**src/rtl/sprite_line_engine.sv**
```systemverilog
// sprite_line_engine
// Per-scanline sprite engine. On line_start it scans every OAM entry for
// sprites covering line_num (EVAL), fetches the pattern row of each matched
// sprite from graphics memory (FETCH), then returns to IDLE and emits one
// prioritised sprite pixel per pixel strobe for the active line.
//
// Optional feature: define SPRITE_FLIP_EN to honour the OAM hflip/vflip bits.
// Without it OAM bits 30/31 are ignored and rows/pixels are never reversed.
//
// Ports
//   clk, reset         system clock, synchronous active-low reset
//   line_start         one-cycle pulse: evaluate sprites for line_num
//   line_num           scanline being prepared
//   oam_addr/oam_rd    OAM read port request; oam_data valid one cycle later
//   gfx_addr/gfx_rd    pattern memory request {tile,row}; gfx_data one cycle later
//   pixel_en, hcount   pixel strobe and current pixel X
//   spr_valid/spr_pixel/spr_palette/spr_behind  winning sprite pixel (registered)
//   busy               evaluation or fetch in progress
//   line_overflow      more than MAX_PER_LINE sprites matched the last line
module sprite_line_engine #(
  parameter int unsigned NUM_SPRITES  = 64,
  parameter int unsigned MAX_PER_LINE = 8,
  parameter int unsigned SPRITE_W     = 16,
  parameter int unsigned SPRITE_H     = 16,
  parameter int unsigned BPP          = 2
) (
  input  logic                            clk,
  input  logic                            reset,
  input  logic                            line_start,
  input  logic [9:0]                      line_num,
  output logic [$clog2(NUM_SPRITES)-1:0]  oam_addr,
  output logic                            oam_rd,
  input  logic [31:0]                     oam_data,
  output logic [6+$clog2(SPRITE_H)-1:0]   gfx_addr,
  output logic                            gfx_rd,
  input  logic [SPRITE_W*BPP-1:0]         gfx_data,
  input  logic                            pixel_en,
  input  logic [9:0]                      hcount,
  output logic                            spr_valid,
  output logic [BPP-1:0]                  spr_pixel,
  output logic [2:0]                      spr_palette,
  output logic                            spr_behind,
  output logic                            busy,
  output logic                            line_overflow
);

  localparam int unsigned AW = $clog2(NUM_SPRITES);
  localparam int unsigned RW = $clog2(SPRITE_H);
  localparam int unsigned GW = 6 + RW;
  localparam int unsigned PW = SPRITE_W * BPP;
  localparam int unsigned SW = (MAX_PER_LINE > 1) ? $clog2(MAX_PER_LINE) : 1;
  localparam int unsigned FW = $clog2(MAX_PER_LINE + 1);
  localparam int unsigned CW = $clog2(NUM_SPRITES + MAX_PER_LINE + 2);

  typedef enum logic [1:0] {IDLE, EVAL, FETCH} state_t;

  state_t          state, state_d;
  logic [CW-1:0]   cnt, cnt_d;
  logic            busy_d, oam_rd_d, gfx_rd_d;
  logic [AW-1:0]   oam_addr_d;
  logic [GW-1:0]   gfx_addr_d;
  logic            oam_vld, gfx_vld;

  // Per-slot sprite state for the line being displayed
  logic [MAX_PER_LINE-1:0] slot_vld;
  logic [MAX_PER_LINE-1:0] slot_beh;
  logic [9:0]              slot_x    [MAX_PER_LINE];
  logic [5:0]              slot_tile [MAX_PER_LINE];
  logic [RW-1:0]           slot_row  [MAX_PER_LINE];
  logic [2:0]              slot_pal  [MAX_PER_LINE];
  logic [PW-1:0]           slot_pix  [MAX_PER_LINE];
`ifdef SPRITE_FLIP_EN
  logic [MAX_PER_LINE-1:0] slot_hf;
`else
  logic                    unused_flip;
  assign unused_flip = ^oam_data[31:30];
`endif
  logic [FW-1:0]           fill;

  logic [9:0]      d;
  logic            match, full, slot_wr, ovf_set, cap_en, clr;
  logic [RW-1:0]   new_row;
  logic [SW-1:0]   wr_idx, cap_idx, rd_idx;
  logic [PW-1:0]   cap_pix;

  // Line match test and row selection for the OAM word returned this cycle
  always_comb begin
    d     = line_num - oam_data[19:10];
    match = d < 10'(SPRITE_H);
`ifdef SPRITE_FLIP_EN
    new_row = oam_data[31] ? ~d[RW-1:0] : d[RW-1:0];
`else
    new_row = d[RW-1:0];
`endif
    full    = fill == FW'(MAX_PER_LINE);
    wr_idx  = SW'(fill);
    cap_idx = SW'(cnt - CW'(1));
    rd_idx  = SW'(cnt + CW'(1));
  end

  // Next-state and registered-output logic
  always_comb begin
    state_d    = state;
    cnt_d      = cnt;
    busy_d     = busy;
    oam_rd_d   = 1'b0;
    oam_addr_d = '0;
    gfx_rd_d   = 1'b0;
    gfx_addr_d = '0;
    slot_wr    = 1'b0;
    ovf_set    = 1'b0;
    cap_en     = 1'b0;
    clr        = 1'b0;
    if (line_start) begin
      clr      = 1'b1;
      state_d  = EVAL;
      cnt_d    = '0;
      busy_d   = 1'b1;
      oam_rd_d = 1'b1;
    end else begin
      case (state)
        EVAL: begin
          slot_wr = oam_vld && match && !full;
          ovf_set = oam_vld && match && full;
          if (cnt < CW'(NUM_SPRITES - 1)) begin
            oam_rd_d   = 1'b1;
            oam_addr_d = AW'(cnt + CW'(1));
            cnt_d      = cnt + CW'(1);
          end else if (cnt == CW'(NUM_SPRITES - 1)) begin
            cnt_d = cnt + CW'(1);
          end else begin
            // Final compare cycle: slot 0 may be written right now, so bypass it
            state_d  = FETCH;
            cnt_d    = '0;
            gfx_rd_d = slot_wr || (fill != '0);
            if (slot_wr && (fill == '0)) gfx_addr_d = {oam_data[25:20], new_row};
            else                         gfx_addr_d = {slot_tile[0], slot_row[0]};
          end
        end
        FETCH: begin
          // cnt counts fetch cycles; data for slot cnt-1 arrives this cycle
          cap_en = gfx_vld;
          if (cnt == CW'(fill)) begin
            state_d = IDLE;
            cnt_d   = '0;
            busy_d  = 1'b0;
          end else begin
            cnt_d = cnt + CW'(1);
            if ((cnt + CW'(1)) < CW'(fill)) begin
              gfx_rd_d   = 1'b1;
              gfx_addr_d = {slot_tile[rd_idx], slot_row[rd_idx]};
            end
          end
        end
        default: ;
      endcase
    end
  end

  // State register and memory request outputs
  always_ff @(posedge clk) begin
    if (!reset) begin
      state    <= IDLE;
      cnt      <= '0;
      busy     <= 1'b0;
      oam_rd   <= 1'b0;
      oam_addr <= '0;
      gfx_rd   <= 1'b0;
      gfx_addr <= '0;
      oam_vld  <= 1'b0;
      gfx_vld  <= 1'b0;
    end else begin
      state    <= state_d;
      cnt      <= cnt_d;
      busy     <= busy_d;
      oam_rd   <= oam_rd_d;
      oam_addr <= oam_addr_d;
      gfx_rd   <= gfx_rd_d;
      gfx_addr <= gfx_addr_d;
      // A restart drops any read still in flight
      oam_vld  <= oam_rd && !line_start;
      gfx_vld  <= gfx_rd && !line_start;
    end
  end

  // Pattern row as stored in the slot: pixel 0 in LSBs, mirrored for hflip
  always_comb begin
    cap_pix = gfx_data;
`ifdef SPRITE_FLIP_EN
    if (slot_hf[cap_idx]) begin
      for (int p = 0; p < int'(SPRITE_W); p++)
        cap_pix[p*int'(BPP) +: BPP] = gfx_data[(int'(SPRITE_W)-1-p)*int'(BPP) +: BPP];
    end
`endif
  end

  // Slot storage, fill count and overflow flag
  always_ff @(posedge clk) begin
    if (!reset) begin
      fill          <= '0;
      line_overflow <= 1'b0;
      slot_vld      <= '0;
      slot_beh      <= '0;
`ifdef SPRITE_FLIP_EN
      slot_hf       <= '0;
`endif
      for (int k = 0; k < int'(MAX_PER_LINE); k++) begin
        slot_x[k]    <= '0;
        slot_tile[k] <= '0;
        slot_row[k]  <= '0;
        slot_pal[k]  <= '0;
        slot_pix[k]  <= '0;
      end
    end else if (clr) begin
      fill          <= '0;
      line_overflow <= 1'b0;
      slot_vld      <= '0;
    end else begin
      if (slot_wr) begin
        slot_x[wr_idx]    <= oam_data[9:0];
        slot_tile[wr_idx] <= oam_data[25:20];
        slot_row[wr_idx]  <= new_row;
        slot_pal[wr_idx]  <= oam_data[28:26];
        slot_beh[wr_idx]  <= oam_data[29];
`ifdef SPRITE_FLIP_EN
        slot_hf[wr_idx]   <= oam_data[30];
`endif
        fill <= fill + FW'(1);
      end
      if (ovf_set) line_overflow <= 1'b1;
      if (cap_en) begin
        slot_pix[cap_idx] <= cap_pix;
        slot_vld[cap_idx] <= 1'b1;
      end
    end
  end

  logic [9:0]     off;
  logic [BPP-1:0] pv;
  logic           hit_d, beh_d;
  logic [BPP-1:0] pix_d;
  logic [2:0]     pal_d;

  // Priority pick: scan high to low so the lowest opaque slot wins
  always_comb begin
    hit_d = 1'b0;
    pix_d = '0;
    pal_d = '0;
    beh_d = 1'b0;
    off   = '0;
    pv    = '0;
    for (int k = int'(MAX_PER_LINE) - 1; k >= 0; k--) begin
      off = hcount - slot_x[k];
      pv  = BPP'(slot_pix[k] >> (32'(off) * BPP));
      if (slot_vld[k] && (off < 10'(SPRITE_W)) && (pv != '0)) begin
        hit_d = 1'b1;
        pix_d = pv;
        pal_d = slot_pal[k];
        beh_d = slot_beh[k];
      end
    end
    if (busy || !pixel_en) begin
      hit_d = 1'b0;
      pix_d = '0;
      pal_d = '0;
      beh_d = 1'b0;
    end
  end

  // Registered pixel outputs
  always_ff @(posedge clk) begin
    if (!reset) begin
      spr_valid   <= 1'b0;
      spr_pixel   <= '0;
      spr_palette <= '0;
      spr_behind  <= 1'b0;
    end else begin
      spr_valid   <= hit_d;
      spr_pixel   <= pix_d;
      spr_palette <= pal_d;
      spr_behind  <= beh_d;
    end
  end

endmodule

```
**config.mk**
```make
export PLATFORM = sky130hd
export DESIGN_NAME = sprite_line_engine
export DESIGN_NICKNAME = d
export VERILOG_FILES = /design/src/rtl/sprite_line_engine.sv
export SDC_FILE = /design/constraint.sdc
export NUM_CORES = 1
export LEC_CHECK = 0
export BUFFER_PORTS_ARGS = -buffer_cell sky130_fd_sc_hd__buf_4
export CORE_MARGIN = 5
export CORE_UTILIZATION = 60
export CTS_CLUSTER_SIZE = 20
export DETAILED_ROUTE_END_ITERATION = 7
export PLACE_DENSITY = 0.78
export SYNTH_ARGS = -nofsm -noshare
export SYNTH_HDL_FRONTEND = slang
export SYNTH_SLANG_ARGS = --single-unit
```
**constraint.sdc**
```tcl
create_clock -name clk -period 5.6 [get_ports clk]
set_clock_uncertainty 0.1 [all_clocks]
set_input_delay 0.28 -clock clk [delete_from_list [all_inputs] [get_ports clk]]
set_output_delay 0.28 -clock clk [all_outputs]
set_load 0.05 [all_outputs]
```
=== Word-level counts from Yosys, hierarchy flattened ===
Memory sizes are Yosys's and may differ from the RTL's.
Index checks and enable logic that the tools add are counted.

* Bits in registers: 58
* Bits in latches: 0
* Memory bits (writable): 440
* ROM bits: 0
* Input port bits: 88
* Logic and storage cells: 224
* Memories kept: 5

{| class="wikitable"
|+ Memories
! name !! words !! bits a word !! rd ports !! clocked after Yosys merged registers in !! write ports !! RTL line !! text
|-
| slot_pix || 8 || 32 || 8 || 0 || 8 || 71 || <nowiki>logic [PW-1:0] slot_pix [MAX_PER_LINE];</nowiki>
|-
| slot_x || 8 || 10 || 8 || 0 || 8 || 67 || <nowiki>logic [9:0] slot_x [MAX_PER_LINE];</nowiki>
|-
| slot_tile || 8 || 6 || 2 || 0 || 8 || 68 || <nowiki>logic [5:0] slot_tile [MAX_PER_LINE];</nowiki>
|-
| slot_row || 8 || 4 || 2 || 0 || 8 || 69 || <nowiki>logic [RW-1:0] slot_row [MAX_PER_LINE];</nowiki>
|-
| slot_pal || 8 || 3 || 8 || 0 || 8 || 70 || <nowiki>logic [2:0] slot_pal [MAX_PER_LINE];</nowiki>
|}

* Add/subtract/negate cells: 12
* Multipliers: 0
* Divide/modulo/power cells: 0
* Order comparisons: 15
* Eq/ne operators: 11
* Shift-type cells: 8
* Multiplexer cells: 94
* Bitwise gates (word level): 5
* Reduce and logical (&&, ||, !) cells: 56

{| class="wikitable"
|+ Operators by type and width
! cell !! count
|-
| $shr A32 B11 Y2 || 8
|-
| $lt A10 B5 Y1 const B || 9
|-
| $sub A10 B10 Y10 || 9
|-
| $mux W10 || 6
|-
| $mux W1 || 50
|-
| $mux W3 || 14
|-
| $mux W32 || 1
|-
| $reduce_or A32 Y1 || 1
|-
| $logic_and A1 B1 Y1 || 24
|-
| $mux W2 || 11
|-
| $reduce_bool A2 Y1 || 11
|-
| $mux W7 || 3
|-
| $pmux W10 S2 || 1
|-
| $pmux W7 S2 || 1
|-
| $reduce_or A10 Y1 || 1
|-
| $ne A3 B3 Y1 const B || 3
|-
| $bwmux W8 || 1
|-
| $lt A3 B4 Y1 const B || 2
|-
| $or A8 B8 Y8 || 1
|-
| $reduce_and A4 Y1 || 2
|-
| $reduce_or A4 Y1 || 2
|-
| $add A7 B1 Y7 const B || 1
|-
| $eq A7 B4 Y1 || 1
|-
| $eq A7 B6 Y1 const B || 1
|-
| other kinds (24) || 37
|}

=== Logic depth before layout (Yosys ltp) ===
Gate-level depths: netlist (run 1).
An unclocked memory read counts as a cell.

* Depth in word-level cells: 13
* Depth in mapped cells: 14
* Mapped depth without buffers: 13

=== Worst setup path before layout (run 1) ===
OpenSTA, ideal clock, no wires.

* Path kind: reg2reg
* Start: reg cnt[0]
* End: mem slot_pix[4][0] in the netlist's numbering, enable pin
* Library setup time: 0.466 ns
* Data arrival time: 4.475 ns
* Data required time: 5.034 ns
* Slack: 0.559 ns
* Stages on the path, launching flop included: 8
* Clock period less this slack: 5.041 ns
* Cell sequence: dfxtp_1 -> clkbuf_1 -> inv_1 -> ha_1 -> clkbuf_1 -> clkbuf_1 -> nand2_1 -> o21ai_0

{| class="wikitable"
|+ RTL lines
! element !! RTL line !! text
|-
| from (decl) || 58 || <nowiki>logic [CW-1:0] cnt, cnt_d;</nowiki>
|-
| from (signal assigned) || 174 || <nowiki>cnt <= cnt_d;</nowiki>
|-
| to (decl) || 71 ||
|}

==> results of run 1 <==
## worst max-delay path by stage
stage / slack (ns) / endpoint / cells past startpoint
CTS: 1.18 / spr_pixel[1] / 11
finish: 1.09 / spr_pixel[1] / 11
detailed placement: 0.75 / slot_tile[0][2] / 16
global placement: 0.98 / slot_tile[0][0] / 16
floorplan: 0.56 / slot_pix[4][0] / 7
global route: 1.00 / slot_row[0][0] / 16
## kinds of logic (layout without fill, tap and decap cells)
group | after synthesis | count (layout) | synth area share (%)
mux | 152 | 152 | 10.3
flops | 498 | 498 | 55.6
compound gates | 275 | 275 | 7.39
buf+inv | 211 | 409 | 3.11
simple gates | 822 | 822 | 16.8
xor+xnor | 51 | 51 | 1.73
fa+ha+maj | 100 | 100 | 5.10
## through the flow
stage | utilization [%] | std cells
6_report | 68.7 | 2892
5_1_grt | 68.7 | 2892
4_1_cts | 68.7 | 2892
3_5_place_dp | 63.9 | 2757
3_3_place_gp | 63.9 | 2757
2_1_floorplan | - | 2109
## repair_timing
| item | CTS | global route |
|---|---|---|
| hold endpoints to repair | 118 | 0 |
| setup endpoints to repair | 0 | 0 |
| hold buffers | 39 | 0 |
## area by class of cell
type,count,share of cell area (%)
inverter,122,1.55
multi-input combinational,1400,36.3
clock buffer,76,4.92
clock inverter,20,0.751
sequential,498,48.8
tap,585,2.48
timing repair buffer,191,5.20
## sequential cells by signal (all words and copies together) (netlist names), 2 cells and up
name	flops
slot_pix	256
slot_beh	8
gfx_addr	10
slot_x	80
fill	4
slot_row	32
slot_tile	48
slot_pal	24
spr_pixel	2
spr_palette	3
slot_vld	8
oam_addr	6
state	2
cnt	7
## cells in the mapped netlist, types with 8 or more instances
master | n | area, um2
dfxtp_1 | 58 | 1160
or3_1 | 11 | 68.8
o2111ai_1 | 13 | 114
a31oi_1 | 11 | 68.8
and2_1 | 244 | 1530
and3_1 | 83 | 519
clkbuf_1 | 77 | 289
edfxtp_1 | 440 | 13200
nor2_1 | 240 | 901
a21oi_1 | 52 | 260
mux2i_1 | 54 | 541
inv_1 | 122 | 458
nand4_1 | 9 | 56.3
mux4_2 | 90 | 2030
a211oi_1 | 10 | 75.1
ha_1 | 91 | 1140
mux2_2 | 8 | 90.1
nor2b_1 | 21 | 131
xor2_1 | 24 | 210
xnor2_1 | 27 | 236
o22ai_1 | 19 | 119
a21o_1 | 21 | 158
o21ai_0 | 56 | 280
nor3_1 | 23 | 115
buf_2 | 9 | 45.0
nand3_1 | 37 | 185
or4_1 | 8 | 60.1
nand2_1 | 83 | 312
or2_2 | 11 | 68.8
fa_1 | 9 | 180
o21a_1 | 15 | 113
nand2b_1 | 21 | 131
## worst max-delay path, cell delays in order, from the launching register on
cell and delay (ns):
edfxtp_1 0.41, inv_1 0.08, ha_1 0.21, nor2b_1 0.14, o2111ai_1 0.36, nand3b_1 0.20, a221o_1 0.38, xnor2_1 0.79
nor4bb_1 0.84, o21ai_0 0.24, a311o_1 0.39, a211o_1 0.25
## power groups by stage
stage | logic (W) | clock network, W | registers (W)
5_1_grt | 0.00116 | 0.00359 | 0.00418
3_3_place_gp | 0.00100 | 0 | 0.00424
2_1_floorplan | 0.000657 | 0 | 0.00424
6_report | 0.00108 | 0.00340 | 0.00417
3_5_place_dp | 0.00103 | 0 | 0.00425
4_1_cts | 0.00106 | 0.00343 | 0.00417
## layer usage
| layer | part of all wire, % | vias to the layer above |
|---|---|---|
| li1 | - | 8086 |
| met1 | 40 | 8842 |
| met2 | 46 | 1017 |
| met3 | 11 | 144 |
| met4 | 3.2 | 2 |
| met5 | 0.019 | - |
==> impl_results.md, run 1 <==
* CTS H-tree lvls at 2
* Number of global-route vias before repair at 18.0k
* CTS Buf Count at 51
* Met1 Usage GRT at 41.9%
* # setup viols final at 0
* Synth warn at 0
* Full die area at 47,300 um2
* CP max FO at 7
* Area growth, synth to finish at 14.0%
* Synthesized instance count at 2,109
* Clk_lat worst skew at 0.61 ns
* Startpoint of the worst hold path: gfx_data[16]
* Final WS setup at 1.09 ns
* Filler cells at 2,962
* Clock Tree Buf Depth at 3
* Ys flop type: edfxtp_1
* Final period util at 80.6%
* EDFF count, synth at 440
* GR Layer Usage met2 at 45.9%
* Remaining routing DRC violations at 0
* WHS Endpoint: slot_pix[7][16]
* First-pass detailed-route iteration total at 8
* Final Hold Fails at 0
* Syn Nets at 2,297
* Crit start category: flop
* Dpl cell area at 27,400 um2
* Flop pwr share at 48.2%
* Hold crit path type: in2reg
* Die W at 218 um
* Pwr Total at 0.00865 W
* DRT iter0 DRCs at 2,286
* Dpl hpwl at 46,000 um
* GRT busiest layer: met2
* WL/cell at 24.2 um
* Worst slew margin at 21.9%
* #FFs+latches synth at 498
* Cell count of the worst reg-to-reg path at 11
* WP data arrival at 4.89 ns
* Initial Util at 60.3%
* Clock transition at path regs at 0.07 ns
* CTS Sinks at 498
* Post-synthesis sequential area ratio at 55.6%
* P_int at 0.00651 W
* Fin Setup TNS at 0 ns
* First-pass GRT wire length at 105,000 um
* Fraction of layout cells with a size suffix above 1 at 15.6%
* Worst R2R End: spr_pixel[1]
* Total track usage at 29.5%
* Critical path startpoint: slot_x[6][1]
* Die height at 218 um
* Psw at 0.00214 W
* Slew Limit Fails at 0
* Post-layout net count at 2,452
* Min Hold Slack at 0.0307 ns
* Multi-input logic area at 10,700 um2
* Post-synth cell types at 79
* Antenna violations before repair at 2
* Setup bufs post-CTS at 0
* R2r setup slk at 1.09 ns
* Worst Tran Pin Value at 1.14 ns
* Synth async-reset ratio at 0%
* GR Layer Usage met3 at 6.69%
* Number of gates resized after cts at 0
* Antenna viol nets, final at 0
* Hold Path Depth at 2
* Status: finished, final reports clean
* Commonest non-fill, non-tap cell in the layout: edfxtp_1
* Total gr overflow at 0
* Antenna cells at 0
* Post-synthesis average cell area at 12.3 um2
* RSZ-0062 raised after global routing: false
* Worst r2r src: slot_x[6][1]
* Kind of end point of the critical path: flop
* Logic pwr share at 12.5%
* Most frequent cells in the layout: 440 x edfxtp_1, 244 x and2_1, 240 x nor2_1
* Crit Path Class: reg2reg
* PD cells at 293 nW/um2
* Wirelength, routed at 70,100 um
* Ports at 115
* Syn Std Cell Area at 25,900 um2
* Final Cell Area at 29,500 um2
* GPL Wtd Cong at 0.927
* Max cap viols at 0
* Leak Pwr at 11.6 nW
* Worst vdd ir at 302 uV
* Post-layout min period at 4.51 ns
* Sw frac at 24.8%
* Largest net degree at the start of global routing at 78
* Root Buffer: clkbuf_16
* TritonCTS clock tree: yes
* Detailed-route via count at 18.1k
* Post-Place Setup Slack at 0.754 ns
* # port buffers at 112
* Req. time, crit path at 5.98 ns
* Clk pwr share at 39.3%
* Max Freq at 222 MHz
* Reg area at 14,400 um2
* FP Rows at 76
* Core ar. at 42,900 um2
* Vias per inst at 6.26
No activity file was read; power rests on OpenSTA's default activity.
==> run 2, diff against run 1 <==
==> constraint.sdc (replaced) <==
create_clock -name clk -period 4.5 [get_ports clk]
set_clock_uncertainty 0.1 [all_clocks]
set_input_delay 0.225 -clock clk [delete_from_list [all_inputs] [get_ports clk]]
set_output_delay 0.225 -clock clk [all_outputs]
set_load 0.05 [all_outputs]
==> impl_results.md, run 2 (synthesized netlist as in run 1, its figures left out) <==
* Post-Place Setup Slack at 0.293 ns
* GPL Wtd Cong at 0.917
* Req. time, crit path at 4.90 ns
* Final period util at 86.4%
* Logic pwr share at 12.8%
* Worst slew margin at 24.0%
* Largest reg by FF count: slot_pix
* Psw at 0.00268 W
* CTS Buf Count at 51
* Fraction of layout cells with a size suffix above 1 at 16.2%
* M1 wire length at 28,400 um
* Final WS setup at 0.610 ns
* First-pass detailed-route iteration total at 7
* Slew Limit Fails at 0
* Leak Pwr at 11.7 nW
* CP max FO at 6
* RSZ-0062 raised after global routing: false
* Met3 WL at 7140 um
* TritonCTS clock tree: yes
* Clock transition at path regs at 0.06 ns
* Dpl hpwl at 45,300 um
* Die W at 218 um
* Total track usage at 29.3%
* Max cap viols at 0
* Kind of end point of the critical path: flop
* Crit start category: flop
* Initial Util at 60.3%
* Total gr overflow at 0
* Root Buffer: clkbuf_16
* # port buffers at 112
* Max Freq at 257 MHz
* Flop pwr share at 48.5%
* Antenna viol nets, final at 0
* Sw frac at 25.1%
* Top Registers: slot_pix (256), slot_x (80), slot_tile (48)
* Clock Tree Buf Depth at 3
* Cts hold-fix bufs at 53
* CTS H-tree lvls at 2
* WL/cell at 23.9 um
* WP data arrival at 4.29 ns
* Core ar. at 42,900 um2
* Crit Path Class: reg2reg
* Largest net degree at the start of global routing at 74
* P_int at 0.00801 W
* Number of global-route vias before repair at 18.0k
* Vias per inst at 6.20
* Most frequent cells in the layout: 440 x edfxtp_1, 244 x and2_1, 240 x nor2_1
* Final Hold Fails at 0
* FP Rows at 76
* Clk pwr share at 38.6%
* Post-layout min period at 3.89 ns
* Hold Path Depth at 5
* Die height at 218 um
* Remaining routing DRC violations at 0
* Antenna violations before repair at 4
* Commonest non-fill, non-tap cell in the layout: edfxtp_1
* Worst Tran Pin Value at 1.14 ns
* # setup viols final at 0
* DRT iter0 DRCs at 2,412
* Wirelength, routed at 69,800 um
* Hold crit path type: in2reg
* First-pass GRT wire length at 105,000 um
* Clk_lat worst skew at 0.62 ns
* CTS Sinks at 498
* Cell count of the worst reg-to-reg path at 12
* Max layer used: met4
* Number of gates resized after cts at 0
* Area growth, synth to finish at 15.2%
* Post-layout net count at 2,486
* Worst vdd ir at 380 uV
* PD cells at 359 nW/um2
* Full die area at 47,300 um2
* Met2 WL post-DR at 31,700 um
* Max reg flops at 256
* Setup bufs post-CTS at 0
* Detailed-route via count at 18.1k
* Antenna cells at 0
* Ports at 115
* Status: finished, final reports clean
* Min Hold Slack at 0.0392 ns
run 2: path summary, 6_finish.rpt:
check                      from             to  slack (ns)
hold / removal     oam_data[10]    gfx_addr[0]        0.04
setup reg to reg   slot_x[3][0]     spr_behind        0.61
setup / recovery   slot_x[3][0]     spr_behind        0.61
hold reg to reg   line_overflow  line_overflow        0.36
run 2: critical path: stages (launching register included):
cell and delay, ns:
edfxtp_1 0.32, ha_1 0.16, inv_1 0.07, fa_1 0.42, a21oi_1 0.23, o22ai_1 0.16
or2_0 0.25, or3_1 0.32, a311o_1 0.40, or4_1 0.72, or3_1 0.39, a31oi_1 0.19
a21oi_1 0.06
run 2: power groups by stage:
stage | clock, W | combinational [W] | sequential [W]
2_1_floorplan | 0 | 0.000818 | 0.00528
3_3_place_gp | 0 | 0.00127 | 0.00528
3_5_place_dp | 0 | 0.00130 | 0.00529
4_1_cts | 0.00416 | 0.00135 | 0.00519
5_1_grt | 0.00438 | 0.00147 | 0.00520
6_report | 0.00413 | 0.00137 | 0.00519
run 2: cell type report:
type,instances,area (um2)
Clock inverter,26,225
Multi-Input combinational cell,1400,10700
Sequential cell,498,14400
Clock buffer,69,1400
Timing Repair Buffer,225,1880
Inverter,122,458
Tap cell,585,732
Fill cell,2985,13100
run 2: through the flow:
stage          instance area (um2)  util [%]  cells  total power, W  setup TNS, ns
2_1_floorplan                25900         -   2109         0.00610         -34.61
3_3_place_gp                 27600      64.4   2777         0.00655              0
3_5_place_dp                 27600      64.4   2777         0.00659              0
4_1_cts                      29800      69.4   2925          0.0107              0
5_1_grt                      29800      69.4   2925          0.0110              0
6_report                     29800      69.4   2925          0.0107              0
run 2: metal layers:
| metal | vias up | track usage (%) |
|---|---|---|
| met4 | 0 | 10.6 |
| met1 | 8878 | 42.7 |
| li1 | 8138 | - |
| met3 | 151 | 5.51 |
| met5 | - | 0 |
| met2 | 958 | 44.9 |
